--- src/rtl/ternary_layer_sequencer.sv ---
// ternary_layer_sequencer: time-multiplexes one external ternary perceptron across a layer of neurons
// Ports:
//   clk, reset                  clock, async active-high reset
//   wr_en, wr_addr, wr_data     weight memory write port (honoured only in IDLE)
//   in_valid, in_ready, in_data 4-bit binary activation vector handshake
//   pe_weights, pe_inputs       operands to the perceptron for the neuron being issued
//   pe_issue                    high while pe_weights/pe_inputs carry a live neuron
//   pe_out                      perceptron signed sum, one cycle after issue
//   out_valid, out_ready        result vector handshake
//   out_data                    thresholded result, bit n = neuron n
//   busy                        high whenever not IDLE
module ternary_layer_sequencer #(
    parameter int NUM_NEURONS = 8,
    parameter int ADDR_W = 3,
    parameter logic signed [7:0] THRESH = 8'sd0
) (
    input  logic                   clk,
    input  logic                   reset,
    input  logic                   wr_en,
    input  logic [ADDR_W-1:0]      wr_addr,
    input  logic [7:0]             wr_data,
    input  logic                   in_valid,
    output logic                   in_ready,
    input  logic [3:0]             in_data,
    output logic [7:0]             pe_weights,
    output logic [7:0]             pe_inputs,
    output logic                   pe_issue,
    input  logic [7:0]             pe_out,
    output logic                   out_valid,
    input  logic                   out_ready,
    output logic [NUM_NEURONS-1:0] out_data,
    output logic                   busy
);
    typedef enum logic [1:0] {IDLE, ISSUE, DRAIN, DONE} state_t;
    state_t state, state_n;
    logic [7:0] mem [NUM_NEURONS];
    logic [ADDR_W-1:0] idx;
    logic [3:0] x;
    logic [NUM_NEURONS-1:0] result;
    logic signed [7:0] sum;
    logic last, gt;
    assign sum = pe_out;
    assign gt = sum > THRESH;
    assign last = idx == ADDR_W'(NUM_NEURONS - 1);
    assign out_data = result;
    always_ff @(posedge clk or posedge reset) begin
        if (reset) state <= IDLE;
        else state <= state_n;
    end
    always_comb begin
        state_n = state;
        in_ready = 1'b0;
        out_valid = 1'b0;
        pe_issue = 1'b0;
        pe_weights = '0;
        pe_inputs = '0;
        busy = state != IDLE;
        case (state)
            IDLE: begin
                in_ready = 1'b1;
                state_n = in_valid ? ISSUE : IDLE;
            end
            ISSUE: begin
                pe_issue = 1'b1;
                pe_weights = mem[idx];
                // activations sit on the even bit of each crumb, odd bits stay 0
                pe_inputs = {1'b0, x[3], 1'b0, x[2], 1'b0, x[1], 1'b0, x[0]};
                state_n = last ? DRAIN : ISSUE;
            end
            DRAIN: state_n = DONE;
            DONE: begin
                out_valid = 1'b1;
                state_n = out_ready ? IDLE : DONE;
            end
            default: state_n = IDLE;
        endcase
    end
    always_ff @(posedge clk or posedge reset) begin
        if (reset) begin
            idx <= '0;
            x <= '0;
            result <= '0;
            for (int i = 0; i < NUM_NEURONS; i++) mem[i] <= '0;
        end else begin
            // a write on the acceptance edge lands before the first issue reads mem[0]
            if (state == IDLE && wr_en && int'(wr_addr) < NUM_NEURONS) mem[wr_addr] <= wr_data;
            case (state)
                IDLE: if (in_valid) begin
                    x <= in_data;
                    result <= '0;
                    idx <= '0;
                end
                ISSUE: begin
                    // pe_out now holds the sum of the neuron issued last cycle
                    if (idx != '0) result[idx - 1'b1] <= gt;
                    if (!last) idx <= idx + 1'b1;
                end
                DRAIN: result[NUM_NEURONS-1] <= gt;
                default: ;
            endcase
        end
    end
endmodule

--- config.mk ---
export PLATFORM = sky130hd
export DESIGN_NAME = ternary_layer_sequencer
export DESIGN_NICKNAME = d
export VERILOG_FILES = /design/src/rtl/ternary_layer_sequencer.sv
export SDC_FILE = /design/constraint.sdc
export NUM_CORES = 1
export LEC_CHECK = 0
export CELL_PAD_IN_SITES_DETAIL_PLACEMENT = 1
export CELL_PAD_IN_SITES_GLOBAL_PLACEMENT = 2
export CORE_ASPECT_RATIO = 0.7
export CORE_UTILIZATION = 35
export CTS_CLUSTER_DIAMETER = 50
export DETAILED_ROUTE_END_ITERATION = 12
export GPL_TIMING_DRIVEN = 0
export MAX_ROUTING_LAYER = met4
export PLACE_DENSITY_LB_ADDON = 0.1
export SKIP_LAST_GASP = 1
export SYNTH_ARGS = -nofsm -noshare
export SYNTH_HDL_FRONTEND = slang
export SYNTH_SLANG_ARGS = --single-unit
--- constraint.sdc ---
create_clock -name clk -period 3.9 [get_ports clk]
set_clock_uncertainty 0.2 [all_clocks]
set_input_delay 0.78 -clock clk [delete_from_list [all_inputs] [get_ports clk]]
set_output_delay 0.78 -clock clk [all_outputs]
set_load 0.02 [all_outputs]
Yosys cells after proc, flatten, opt, wreduce, memory -nomap -nowiden
Cells that the tools add are included.
{ "word_totals": {"register_bits": 81, "inputBits": 28} }
{ "op_classes": {"n_addsub": 2, "magnitude_cmp": 6, "n_eq_ne": 7, "n_mux": 25, "n_bitwise": 2, "reduce_logical": 12} }
{ "op_table": {"columns": ["operator", "count"], "rows": [
  ["64-bit bitwise mux", 1],
  ["8-bit 2-to-1 mux", 6],
  ["8-bit binary-select mux with 3-bit select", 1],
  ["8-bit demux with 3-bit select", 1],
  ["7-bit case mux with 2 select lines", 1],
  ["3-bit AND reduction", 3],
  ["8-bit bitwise mux", 1],
  ["4-bit greater-or-equal comparator, second input constant", 2],
  ["8-bit by 1-bit > comparator with 1-bit output, second input constant", 1],
  ["3-bit NOT with 4-bit output", 2],
  ["2-bit case mux with 4 select lines", 1],
  ["7-bit 2-to-1 mux", 1],
  ["3-bit 2-to-1 mux", 2],
  ["2-bit inequality test, second input constant", 3],
  ["3-bit case mux with 2 select lines", 1],
  ["3-bit nonzero test", 2],
  ["1-bit 2-to-1 mux", 5],
  ["2-bit equality test, second input constant", 2],
  ["3-bit by 4-bit less-than comparator with 1-bit output, second input constant", 1],
  ["4-bit by 1-bit less-than comparator with 1-bit output, second input constant", 1],
  ["2-bit 2-to-1 mux", 2],
  ["2-bit nonzero test", 2],
  ["3-bit by 1-bit adder with 3-bit output, second input constant", 1],
  ["1-bit demux with 3-bit select", 1],
  ["other kinds (8)", 10]
]} }

Logic depth before layout (Yosys ltp)
Gate-level depths: netlist of the first run.
{ "depth": {"depth_word": 8, "ltp_mapped": 8, "depth_no_buf": 6} }

Worst setup path after synthesis of the first run
OpenSTA, ideal clock, no wires.
{ "synth_timing": {"path_type": "flip-flop to output port", "start": "register state[1]", "end": "output port pe_weights[0]", "arrival_ns": 1.522, "required_time_ns": 2.920, "path_slack_ns": 1.398, "path_stages_with_launch": 6, "path_buffers": 1, "path_cell_list": "dfrtp_1 inv_1 ha_1 inv_1 clkbuf_1 a21oi_1"} }
{ "synth_via": {"elab_chain_cells": 2} }
{ "synth_rtl": {"columns": ["element", "line", "text"], "rows": [
  ["from (decl)", "35", "state_t state, state_n;"],
  ["from (signal assigned)", "48", "else state <= state_n;"],
  ["2-bit by 1-bit equality test with 1-bit output", "58", "case (state)"],
  ["8-bit 2-to-1 mux", "58", null],
  ["to (decl)", "25", "output logic [7:0] pe_weights,"]
]} }
Every way passes these cells.

Worst setup path after layout of the first run
{ "layout_timing": {"start": "register idx[2]", "end": "output port pe_weights[4]"} }
{ "layout_via": {"elab_chain_cells": 5} }
{ "layout_rtl": {"columns": ["element", "line", "text"], "rows": [
  ["from (decl)", "37", "logic [ADDR_W-1:0] idx;"],
  ["from (signal assigned)", "96", "if (!last) idx <= idx + 1'b1;"],
  ["3-bit NOT with 4-bit output (not written as such)", "65", "pe_weights = mem[idx];"],
  ["8-bit binary-select mux with 3-bit select", "65", null],
  ["8-bit 2-to-1 mux (not written as such) (2 in a row)", "65", null],
  ["8-bit 2-to-1 mux", "58", null]
]} }
Every way passes these cells. The select of a mux whose other input is x is not followed.

==> results of run 1 <==
## final timing paths
kind                                  to  startpoint  depth (start not counted)
setup / recovery           pe_weights[4]      idx[2]                          5
hold / removal                      x[3]        x[3]                          1
setup reg to reg             out_data[5]      idx[1]                          8
hold reg to reg                     x[3]        x[3]                          1
max in group asynchronous        mem[52]       reset                          3
min in group asynchronous        mem[48]       reset                          2
## logic make-up after synthesis
group           after synthesis
compound gates               24
xor+xnor                      2
fa+ha+maj                     9
buf+inv                      25
flops                        81
mux                          93
other cells                   1
simple gates                 68
## worst max-delay path, cell delays in order, from the launching register on
cell and delay (ps):
dfrtp_1 460, clkbuf_1 540, clkinvlp_4 490, nand2_1 170
a21oi_1 80, clkdlybuf4s50_1 580
## power by group through the flow
| stage | Combinational (uW) | Clock (uW) | Sequential (uW) |
|---|---|---|---|
| after floorplan | 1360 | 0 | 1420 |
| after global placement | 1910 | 0 | 1440 |
| after detailed placement | 1950 | 0 | 1460 |
| after CTS | 1960 | 884 | 1450 |
| after global routing | 2110 | 920 | 1500 |
| final | 1930 | 852 | 1450 |
## layout by cell type (no fill, tap or decap), types with 3 or more instances in the layout
cell type	instances
mux2_4	16
mux2i_1	8
o21ai_0	3
dfrtp_1	81
clkbuf_16	9
nand4_1	4
buf_2	4
clkdlybuf4s50_1	51
nor2_1	6
and2_1	4
nor2_2	4
clkinvlp_4	3
conb_1	4
mux2_2	53
buf_4	5
nand2_1	31
inv_1	6
nor3_2	3
mux4_2	16
ha_1	9
buf_6	3
a21oi_1	14
nand3_1	6
clkbuf_1	5
## cell type report
type / instances / area share [%]
inverter: 9 / 0.831
tap: 153 / 3.74
timing repair buffer: 52 / 10.5
multi-input combinational: 200 / 37.5
buffer: 16 / 2.08
clock inverter: 5 / 1.08
clock buffer: 11 / 4.74
sequential: 81 / 39.6
## flip-flops by register name (all words and copies together), names as in the netlist
| signal | flops |
|---|---|
| mem | 64 |
| out_data | 8 |
| x | 4 |
| idx | 3 |
| state | 2 |
## per-stage QoR
step                      setup WS [ps]  cells  setup TNS, ps  hold slack (ps)  total power [uW]
after floorplan                     840    306              0              271              2780
after global placement             -648    510         -51760              280              3350
after detailed placement            474    511              0              289              3410
after CTS                          73.4    527              0              303              4290
after global routing               36.1    527              0              314              4530
final                               262    527              0              301              4230
## cells in the mapped netlist, types with 2 or more instances
cell	n	share of area [%]
a21oi_1	14	1.7
and2_1	4	0.61
buf_2	4	0.49
buf_4	5	0.92
buf_6	3	0.83
clkbuf_1	4	0.37
dfrtp_1	81	50
ha_1	9	2.8
inv_1	7	0.64
mux2_2	53	15
mux2_4	16	5.9
mux2i_1	8	2.0
mux4_2	16	8.8
nand2_1	31	2.9
nand3_1	6	0.74
nand4_1	4	0.61
nor2_1	6	0.55
nor2_2	4	0.61
nor3_2	3	0.74
nor3b_1	2	0.37
o21ai_0	3	0.37
o311ai_0	2	0.43
or4_4	2	0.55
## routing by layer
metal / GRT usage, % / share of wire, % / vias up
met4: 5.46 / 1.2 / 0
met3: 4.16 / 3.3 / 10
met5: - / 0 / -
met1: 27.1 / 50 / 1356
li1: - / - / 1223
met2: 26.5 / 45 / 43
==> results.cfg, run 1 <==
[die]
fp.dieH_um = 92.3
io_pins = 56
initial_utilization_pct = 36.5
die_w_um = 131
num_rows = 32
core_um2 = 11200
fp.dieArea_um2 = 12100

[synthesis]
synth-edff-count = 0
synth_warnings = 0
synthSimpleGateAreaFrac_pct = 8.62
synth_fa_ha_area_share_pct = 2.76
synth_compound_area_share_pct = 3.53
ys_seq_area_share_pct = 49.7
ys_ff_latch = 81
syn_area_per_cell_um2 = 13.5
synth_ff_type = dfrtp_1
async_flop_share_pct = 100
netlist_area_um2 = 4080
synth_cell_types = 39
synth_top_family_by_area = multiplexers
muxShareOfSynthArea_pct = 31.3
synth-xor-area-share_pct = 0.430
syn_inst = 303

[routing]
drtIter0Drc = 76
num_vias = 2632
wl_per_cell_um = 18.6
drt_pass1_iterations = 4
drc_errors = 0
drtAntennaViolNets = 0
wirelength_um = 9830
viasPerCell = 4.99

[clock_tree]
numCtsBuffers = 9
cts_tree = built
path_clk_slew_ps = 60
cts.sinks = 81
cts_root_buf = clkbuf_16
postCtsSetupBuffers = 0
htreeDepth = 3
ctsHoldBuffers = 0
clk_latency_ps = 340
cts_resized = 0
clockBufferDepth = 2

[sta]
worst_slew_pin_slew_ps = 976
period_share_pct = 93.3
fin_crit_ps = 3640
relSlewSlack_pct = 34.6
fmax_ghz = 0.275
drv_slew = 0
setup_viol = 0
final_hold_viol_count = 0
rsz0062_at_grt = no

[pwr]
p_leak_uw = 0.00222
p_seq_share_pct = 34.2
p_int_uw = 2780
pwr_density_cell_nw_per_um2 = 826
clockPowerShare_pct = 20.1
p_switching_uw = 1450
swShare_pct = 34.3
ir_drop_mv = 0.299
combPwrFrac_pct = 45.7

[worst_setup_path]
cp-end-kind = output pin
cp.arrival_ps = 2660
crit_type = reg -> out
cp_data_required_time_ps = 2920
worstPathMaxFanout = 10
start_kind = register
r2r_setup_slack_ps = 1310

[placement]
dp.final_hpwl_um = 6690
placed_area_um2 = 4820
place_congestion = 0.727
port_buffers = 51

[global_route]
track_usage_pct = 18.9
grt_max_degree = 48
grt_pass1_wl_um = 15800
antenna_found_initial = 0
grt-ovfl-total = 0
grt_pass1_vias = 2718

[finish]
antennaDiodeCount = 0
final_core_util_pct = 45.8
multi_input_area_um2 = 1920
nNetsFinal = 406
regArea_um2 = 2030
drive_gt1_share_pct = 33.7
fillCellCount = 1138
area_delta_synth_final_pct = 25.6
fin_area_um2 = 5120

[flow_run]
max_cap_viol_count = 0

[run_status]
outcome = finished clean

[min_path]
min_path_type = reg -> reg
(Power assumes the default switching activity.)
==> run 2: changes to the inputs <==
--- a/config.mk
+++ b/config.mk
@@ -15,6 +15,7 @@
 export MAX_ROUTING_LAYER = met4
 export PLACE_DENSITY_LB_ADDON = 0.1
 export SKIP_LAST_GASP = 1
+export SLEW_MARGIN = 15
 export SYNTH_ARGS = -nofsm -noshare
 export SYNTH_HDL_FRONTEND = slang
 export SYNTH_SLANG_ARGS = --single-unit
==> results of run 2 <==
Same layout as run 1: the final DEF is identical, and so are final timing and power.
